<file path="config.mk">
export PLATFORM = sky130hd
export DESIGN_NAME = lpif_state_ctrl
export DESIGN_NICKNAME = d
export VERILOG_FILES = /design/src/rtl/lpif_state_ctrl.sv
export SDC_FILE = /design/constraint.sdc
export NUM_CORES = 1
export LEC_CHECK = 0
export ABC_CLOCK_PERIOD_IN_PS = 2150
export CELL_PAD_IN_SITES_DETAIL_PLACEMENT = 1
export CELL_PAD_IN_SITES_GLOBAL_PLACEMENT = 1
export CORE_UTILIZATION = 25
export CTS_CLUSTER_DIAMETER = 40
export CTS_CLUSTER_SIZE = 16
export DETAILED_ROUTE_END_ITERATION = 10
export PLACE_DENSITY = 0.6
export SYNTH_ARGS = -nofsm -noshare
export SYNTH_HDL_FRONTEND = slang
export SYNTH_SLANG_ARGS = --single-unit
</file>
<file path="constraint.sdc">
create_clock -name clk -period 2.15 [get_ports clk]
set_input_delay 0.215 -clock clk [delete_from_list [all_inputs] [get_ports clk]]
set_output_delay 0.215 -clock clk [all_outputs]
set_load 0.01 [all_outputs]
</file>
<file path="src/rtl/lpif_state_ctrl.sv">
// LPIF RX state controller: tracks LTSSM state and negotiated rate, drives pl_state_sts/pl_speedmode,
// runs the stall handshake ahead of a rate change and gates the RX datapath.
module lpif_state_ctrl #(
    parameter int LINKUP_CYCLES = 4,
    parameter int STALL_TIMEOUT = 255
) (
    input  logic       clk,
    input  logic       reset,
    input  logic [3:0] ltssm_state,
    input  logic [2:0] GEN,
    input  logic [3:0] lp_state_req,
    input  logic       lp_force_detect,
    input  logic       lp_stallack,
    output logic [3:0] pl_state_sts,
    output logic [2:0] pl_speedmode,
    output logic       pl_inband_pres,
    output logic       pl_stallreq,
    output logic       rx_enable,
    output logic       ltssmForceDetect
);

    localparam logic [3:0] LTSSM_DETECT   = 4'd0;
    localparam logic [3:0] LTSSM_L0       = 4'd3;
    localparam logic [3:0] LTSSM_RECOVERY = 4'd4;

    localparam logic [3:0] STS_RESET     = 4'b0000;
    localparam logic [3:0] STS_ACTIVE    = 4'b0001;
    localparam logic [3:0] STS_RETRAIN   = 4'b1001;
    localparam logic [3:0] STS_LINKRESET = 4'b1011;
    localparam logic [3:0] STS_DISABLED  = 4'b1111;

    localparam logic [3:0] REQ_NOP      = 4'b0000;
    localparam logic [3:0] REQ_ACTIVE   = 4'b0001;
    localparam logic [3:0] REQ_DISABLED = 4'b1111;

    localparam int LW = $clog2(LINKUP_CYCLES + 1);
    localparam logic [LW-1:0] LINKUP_LAST = LW'(LINKUP_CYCLES - 1);
    localparam logic [7:0]    STALL_LAST  = 8'(STALL_TIMEOUT - 1);

    typedef enum logic [2:0] {
        ST_RESET,
        ST_ACTIVE,
        ST_RETRAIN,
        ST_STALL,
        ST_LINKRESET,
        ST_DISABLED
    } state_t;

    state_t          state_reg;
    logic [LW-1:0]   linkup_cnt_reg;
    logic [7:0]      stall_cnt_reg;

    // Rates 0, 6 and 7 are illegal and never reach pl_speedmode.
    logic gen_legal;
    assign gen_legal = (GEN >= 3'd1) && (GEN <= 3'd5);

    always_ff @(posedge clk or negedge reset) begin
        if (!reset) begin
            state_reg        <= ST_RESET;
            linkup_cnt_reg   <= '0;
            stall_cnt_reg    <= '0;
            pl_state_sts     <= STS_RESET;
            pl_speedmode     <= 3'd1;
            pl_inband_pres   <= 1'b0;
            pl_stallreq      <= 1'b0;
            rx_enable        <= 1'b0;
            ltssmForceDetect <= 1'b0;
        end else begin
            pl_inband_pres <= (ltssm_state == LTSSM_L0);
            if (lp_force_detect && state_reg != ST_DISABLED) begin
                state_reg        <= ST_LINKRESET;
                pl_state_sts     <= STS_LINKRESET;
                ltssmForceDetect <= 1'b1;
                pl_stallreq      <= 1'b0;
                rx_enable        <= 1'b0;
                linkup_cnt_reg   <= '0;
                stall_cnt_reg    <= '0;
            end else if (ltssm_state == LTSSM_DETECT &&
                         (state_reg == ST_ACTIVE || state_reg == ST_RETRAIN ||
                          state_reg == ST_STALL)) begin
                state_reg        <= ST_LINKRESET;
                pl_state_sts     <= STS_LINKRESET;
                ltssmForceDetect <= 1'b0;
                pl_stallreq      <= 1'b0;
                rx_enable        <= 1'b0;
                linkup_cnt_reg   <= '0;
                stall_cnt_reg    <= '0;
            end else begin
                case (state_reg)
                    ST_RESET: begin
                        if (ltssm_state == LTSSM_L0 && lp_state_req == REQ_ACTIVE) begin
                            if (linkup_cnt_reg == LINKUP_LAST) begin
                                state_reg      <= ST_ACTIVE;
                                pl_state_sts   <= STS_ACTIVE;
                                rx_enable      <= 1'b1;
                                linkup_cnt_reg <= '0;
                                if (gen_legal)
                                    pl_speedmode <= GEN;
                            end else begin
                                linkup_cnt_reg <= linkup_cnt_reg + LW'(1);
                            end
                        end else begin
                            linkup_cnt_reg <= '0;
                        end
                    end
                    ST_ACTIVE: begin
                        if (lp_state_req == REQ_DISABLED) begin
                            state_reg    <= ST_DISABLED;
                            pl_state_sts <= STS_DISABLED;
                            rx_enable    <= 1'b0;
                        end else if (ltssm_state == LTSSM_RECOVERY) begin
                            state_reg    <= ST_RETRAIN;
                            pl_state_sts <= STS_RETRAIN;
                            rx_enable    <= 1'b0;
                        end
                    end
                    ST_RETRAIN: begin
                        if (ltssm_state == LTSSM_L0) begin
                            // An illegal GEN counts as "same rate" so no stall is started.
                            if (!gen_legal || GEN == pl_speedmode) begin
                                state_reg    <= ST_ACTIVE;
                                pl_state_sts <= STS_ACTIVE;
                                rx_enable    <= 1'b1;
                            end else begin
                                state_reg     <= ST_STALL;
                                pl_state_sts  <= STS_RETRAIN;
                                pl_stallreq   <= 1'b1;
                                stall_cnt_reg <= '0;
                            end
                        end
                    end
                    ST_STALL: begin
                        if (lp_stallack) begin
                            state_reg    <= ST_ACTIVE;
                            pl_state_sts <= STS_ACTIVE;
                            pl_stallreq  <= 1'b0;
                            rx_enable    <= 1'b1;
                            if (gen_legal)
                                pl_speedmode <= GEN;
                        end else if (stall_cnt_reg == STALL_LAST) begin
                            state_reg     <= ST_LINKRESET;
                            pl_state_sts  <= STS_LINKRESET;
                            pl_stallreq   <= 1'b0;
                            stall_cnt_reg <= '0;
                        end else begin
                            stall_cnt_reg <= stall_cnt_reg + 8'd1;
                        end
                    end
                    ST_LINKRESET: begin
                        ltssmForceDetect <= 1'b0;
                        if (ltssm_state == LTSSM_DETECT) begin
                            state_reg      <= ST_RESET;
                            pl_state_sts   <= STS_RESET;
                            linkup_cnt_reg <= '0;
                            stall_cnt_reg  <= '0;
                        end
                    end
                    ST_DISABLED: begin
                        if (lp_state_req == REQ_NOP) begin
                            state_reg      <= ST_RESET;
                            pl_state_sts   <= STS_RESET;
                            linkup_cnt_reg <= '0;
                        end
                    end
                    default: begin
                        state_reg    <= ST_RESET;
                        pl_state_sts <= STS_RESET;
                        pl_stallreq  <= 1'b0;
                        rx_enable    <= 1'b0;
                    end
                endcase
            end
        end
    end

endmodule
</file>
==> results.tsv, run 1 <==
metric	value	unit
status	complete, but fails checks	
failing checks	DRC	
later-pin clock latency in the skew report	0.27	ns
slowest stage delay, CP	0.58	ns
post-synth top area cell	dfrtp_1	
wire length of the first global-routing pass	8.22	mm
pwr dens	927	nW/um^2
Post-Syn Area	1680	sq um
area delta synth->final	39.0	%
DR WL/cell	15.3	um
vias in the first global route	1657	
Critical-path top delay cell	or4_4	
vias per cell	5.19	
worst-path cell chain	clkdlybuf4s50_1 > or4_4 > buf_4 > a21oi_2 > a2bb2oi_1 > o22ai_1 > mux2_1	
DR iter-0 viols	63	
CTS Hold Bufs	0	
total wire length	4.86	mm
TritonCTS clock tree	done	
RR Endpoint	pl_state_sts[3]	
dominant cells by area after synthesis	dfrtp_1 (34%), nand3_1 (5.4%), nor2_1 (3.6%), o21ai_0 (3.3%), mux2_1 (2.7%)	
Buffers on Ports	25	
Slew HR	68.2	%
Layout Skew	0.000972	ns
via count	1645	
initial antenna violation count	0	
clock network power share	15.0	%
Final HPWL DP	3.78	mm
top cell type's share of synthesized area	34.3	%
worst r2r src	state_reg[1]	
Core Area	6420	sq um
Setup crit end kind	flip-flop	
final instance area	2340	sq um
worst vdd ir	0.000514	V
power share of the sequential group	29.8	%
critical path arrival	2.19	ns
Mean Syn Cell Area	9.23	sq um
TritonRoute pass-1 iters	7	
overflow left after global routing	0	
Overall Global Routing Usage	14.5	%
synthesized instance count	182	
critical path type	input port to flip-flop	
Top Ports	26	
CP required	2.31	ns
crit path from	ltssm_state[0]	
Root Buffer	clkbuf_8	
CTS clk-pin slew, worst paths	0.09	ns
FMAX	492	MHz
Crit path max-delay family	buffers and inverters	
Post-Syn Nets	200	
Final min period	2.03	ns
layout cells sized above 1	24.2	%
# diodes	0	
Die Y	84.0	um
leakage power	0.985	nW
pin count of the biggest net entering global routing	25	
fraction of power spent switching nets	38.8	%
Max Slew Vio Count	0	
Gate power share	55.2	%
Synthesis Warnings	0	
Async SR Flop Fraction	100	%
Antenna Nets Post-Route	0	
Int Power	1.32	mW
final hold vios	0	
Post-route DRC	7	
number of max-cap violations	0	
Synth cell types	54	
initial core utilization	26.2	%
Clock Path Buffers	2	
# Post-CTS Setup Buffers	0	
H-Tree Depth	1	
actual slew at the worst max-slew pin	0.472	ns
nets	259	
overall power	2.17	mW
DIE AREA	7050	sq um
critical path launch point type	input port	
worst-path maximum fanout	6	
total clock sinks	24	
Hold Slack	0.302	ns
Hold Crit Class	input port to asynchronous set/reset pin	
fin util	36.4	%
Cell Area, Placed	2260	sq um
gpl congestion	0.844	
FP Rows	29	
RSZ-0062 raised after global routing	no	
worst reg-to-reg setup slack	0.13	ns
Largest register FFs	8	
R2R depth	5	
Die X-Extent	84.0	um
net switching power	0.841	mW
sequential area share after synthesis	35.8	%
#FFs+latches synth	24	
Synth Flop Type	dfrtp_1	
Num CTS Buffers	3	
sum of buffers and inverters on the critical path	2	
Setup violations, final	0	
fin crit share	94.5	%
Post-synth EDFFs	0	
-- routing by layer --
metal | GRT usage, % | vias up | share of wire [%]
met5 | 0 | - | 0
met3 | 1.88 | 2 | 3.1
met1 | 20.4 | 801 | 51
met2 | 23.5 | 32 | 45
li1 | - | 810 | -
met4 | 3.29 | 0 | 0.45
-- cell type report --
| class | count | area, sq um |
|---|---|---|
| fill | 761 | 4090 |
| tap | 77 | 96.3 |
| sequential | 24 | 602 |
| multi-input combinational | 144 | 1030 |
| timing repair buffer | 62 | 528 |
| inverter | 6 | 22.5 |
| clock buffer | 4 | 55.1 |
-- cells by family after synthesis --
logic type	synth area share [%]
AO/OA/AOI/OAI	22.9
adder cells (fa/ha/maj)	2.23
buffers and inverters	4.10
flip-flops	35.8
multiplexers	5.66
AND/OR/NAND/NOR	29.3
-- layout by cell type, fill, tap and decap left out, types with 2 or more instances in the layout --
cell type | netlist | final
mux2i_1 | 2 | 2
a21oi_1 | 5 | 5
o31ai_1 | 3 | 3
a31oi_1 | 4 | 4
and4b_1 | 2 | 2
mux2_4 | 2 | 2
nand3b_1 | 2 | 2
nand3_1 | 18 | 18
nor3_1 | 2 | 2
o22ai_1 | 2 | 2
nand2b_1 | 3 | 3
ha_1 | 3 | 3
o21ai_0 | 11 | 11
dfrtp_1 | 23 | 23
mux2_1 | 4 | 4
nor4b_1 | 4 | 3
o21bai_1 | 2 | 2
nor2_1 | 16 | 16
buf_4 | 1 | 37
clkdlybuf4s50_1 | 0 | 25
clkbuf_8 | 0 | 4
nand4_1 | 4 | 4
nor2b_1 | 5 | 5
a22o_1 | 2 | 2
o21ai_1 | 2 | 2
nor4_1 | 7 | 7
nand2_1 | 10 | 10
or3_1 | 6 | 6
inv_1 | 6 | 6
-- power by group through the flow --
| stage | Sequential (mW) | Clock (mW) | Combinational (mW) |
|---|---|---|---|
| after floorplan | 0.666 | 0 | 0.668 |
| after global placement | 0.655 | 0 | 1.19 |
| after detailed placement | 0.659 | 0 | 1.19 |
| after CTS | 0.652 | 0.328 | 1.20 |
| after global routing | 0.669 | 0.348 | 1.29 |
| final | 0.646 | 0.324 | 1.20 |
-- metrics by stage --
stage          setup WS (ns)  setup TNS, ns  std cells
2_1_floorplan          0.267              0        182
3_3_place_gp          -0.214          -2.01        313
3_5_place_dp          -0.234          -2.50        313
4_1_cts               0.0693              0        317
5_1_grt              0.00399              0        317
6_report               0.119              0        317
-- synthesized netlist by cell type, types with 2 or more instances --
| library cell | number |
|---|---|
| mux2_1 | 4 |
| nand4_1 | 4 |
| a22o_1 | 2 |
| inv_1 | 6 |
| nand3b_1 | 2 |
| mux2_4 | 2 |
| o31ai_1 | 3 |
| o21bai_1 | 2 |
| nand2_1 | 10 |
| nor3_1 | 2 |
| mux2i_1 | 2 |
| dfrtp_1 | 23 |
| nor2_1 | 16 |
| ha_1 | 3 |
| nor2b_1 | 5 |
| o22ai_1 | 2 |
| and4b_1 | 2 |
| buf_2 | 4 |
| a31oi_1 | 4 |
| o21ai_0 | 11 |
| o21ai_1 | 2 |
| nor4_1 | 7 |
| nor4b_1 | 4 |
| nand3_1 | 18 |
| or3_1 | 6 |
| clkbuf_1 | 2 |
| a21oi_1 | 5 |
| nand2b_1 | 3 |
-- how the worst max path moves through the flow --
stage                         to  slack, ns  cells past startpoint
2_1_floorplan    pl_state_sts[0]       0.27                      6
3_3_place_gp     pl_state_sts[0]      -0.21                      7
3_5_place_dp     pl_state_sts[0]      -0.23                      7
4_1_cts        linkup_cnt_reg[0]       0.07                      7
5_1_grt              pl_stallreq      0.004                      7
6_report       linkup_cnt_reg[0]       0.12                      7
-- repair_timing --
action,CTS,global route
endpoints found under the hold margin,0,0
setup endpoints to repair,2,4
gates resized for setup,1,2
No activity file was read; power rests on OpenSTA's default activity.
==> run 2, diff against run 1 <==
Settings changed: CORE_MARGIN from default to 2, CORE_UTILIZATION 25 to 41, PLACE_DENSITY 0.6 to 0.87.
==> run 2 against run 1 <==
  * The run now ends clean
  * Clock power decreased by 15%
  * Register-to-register slack got worse by 0.06 ns
  * Combinational power increased by 6%
  * Clock skew increased by 0.0049 ns
==> results.tsv, run 2 (synthesized netlist as in run 1, its figures left out) <==
metric	value	unit
number of max-cap violations	0	
Antenna Nets Post-Route	0	
Die X-Extent	68.0	um
Critical-path top delay cell	dfrtp_2	
slowest stage delay, CP	0.48	ns
Overall Global Routing Usage	25.3	%
Core Area	3970	sq um
H-Tree Depth	1	
Num CTS Buffers	3	
CP required	2.33	ns
DR WL/cell	17.9	um
Slew HR	70.5	%
worst reg-to-reg setup slack	0.07	ns
total clock sinks	24	
critical path arrival	2.26	ns
worst-path maximum fanout	10	
Die Y	68.0	um
sum of buffers and inverters on the critical path	1	
nets	263	
fin crit share	96.9	%
gpl congestion	0.941	
pwr dens	944	nW/um^2
Final min period	2.08	ns
critical path type	flip-flop to flip-flop	
Root Buffer	clkbuf_8	
Top Ports	26	
vias in the first global route	1868	
TritonCTS clock tree	done	
worst-path cell chain	or3_1 > a41oi_2 > nor2_1 > o2111ai_4 > buf_4 > mux2i_2	
crit path from	pl_state_sts[1]	
TritonRoute pass-1 iters	4	
overflow left after global routing	0	
final instance area	2340	sq um
Crit path max-delay family	simple AND/OR/NAND/NOR gates	
critical path launch point type	flip-flop	
worst vdd ir	0.000609	V
initial core utilization	42.3	%
Setup crit end kind	flip-flop	
DR iter-0 viols	53	
Setup violations, final	0	
initial antenna violation count	0	
Hold Slack	0.308	ns
Largest register FFs	8	
FP Rows	23	
Fill cells	461	
RSZ-0062 raised after global routing	no	
later-pin clock latency in the skew report	0.26	ns
vias per cell	5.74	
most frequent cells in the layout	buf_4 (40), clkdlybuf4s50_1 (25), dfrtp_1 (21)	
overall power	2.21	mW
status	complete, no violations	
RR Endpoint	state_reg[0]	
# diodes	0	
worst r2r src	pl_state_sts[1]	
via count	1688	
DIE AREA	4630	sq um
Layout Skew	0.00583	ns
pin count of the biggest net entering global routing	25	
total wire length	5.26	mm
TNS Setup	0	ns
leakage power	1.00	nW
Final HPWL DP	4.17	mm
final hold vios	0	
CTS clk-pin slew, worst paths	0.09	ns
area delta synth->final	39.3	%
wire length of the first global-routing pass	8.76	mm
R2R depth	6	
Buffers on Ports	25	
Post-route DRC	0	
Cell Area, Placed	2270	sq um
most common cell after layout, fill and taps aside	buf_4	
Max Slew Vio Count	0	
Hold Crit Class	input port to asynchronous set/reset pin	
layout cells sized above 1	26.2	%
fin util	58.9	%
FMAX	480	MHz
actual slew at the worst max-slew pin	0.437	ns
Clock Path Buffers	2	
-- run 2: cell types whose count changed in the layout (fill, tap and decap cells not counted) --
cell      previous run  this run
buf_4               37        40
buf_12               0         1
mux2i_2              0         1
dfrtp_1             23        21
clkbuf_8             4         3
mux2i_1              2         1
dfrtp_2              0         2
clkbuf_1             0         1
-- run 2: area by class of cell --
type | instances | area, sq um | share of cell area, %
Multi-Input combinational cell | 144 | 1040 | 44.3
Sequential cell | 24 | 604 | 25.8
Timing Repair Buffer | 66 | 571 | 24.4
Tap cell | 50 | 62.6 | 2.67
Clock buffer | 4 | 45.0 | 1.92
Inverter | 6 | 22.5 | 0.962
-- run 2: worst max path at each step --
| stage | cells past startpoint | endpoint | slack [ns] |
|---|---|---|---|
| after floorplan | 6 | pl_state_sts[0] | 0.27 |
| after global placement | 7 | linkup_cnt_reg[0] | -0.17 |
| after detailed placement | 7 | linkup_cnt_reg[0] | -0.22 |
| after CTS | 6 | state_reg[0] | 0.02 |
| after global routing | 7 | state_reg[1] | 0.004 |
| final | 6 | state_reg[0] | 0.07 |
-- run 2: power breakdown --
group          switching (mW)  internal [mW]  total [mW]
Clock                   0.142          0.132       0.275
Sequential              0.114          0.552       0.666
Combinational           0.609          0.660        1.27
Total                   0.866           1.34        2.21
-- run 2: metal layers --
metal  track usage, %  up-vias  routed length [um]
met4             11.0        0                 157
met2             45.6       35                2670
met3             3.29       13                 129
met5                0        -                   0
met1             29.9      821                2310
li1                 -      819                   -
-- run 2: timing repair --
item,4_1_cts,5_1_grt
buffers inserted,0,0
hold buffers,0,0
resized for setup,0,6
endpoints found under the setup margin,0,4
-- run 2: metrics by stage --
stage	worst slack, ns	std cells
4_1_cts	0.0221	294
6_report	0.0671	294
5_1_grt	0.00432	294
3_3_place_gp	-0.168	290
3_5_place_dp	-0.222	290
2_1_floorplan	0.267	182
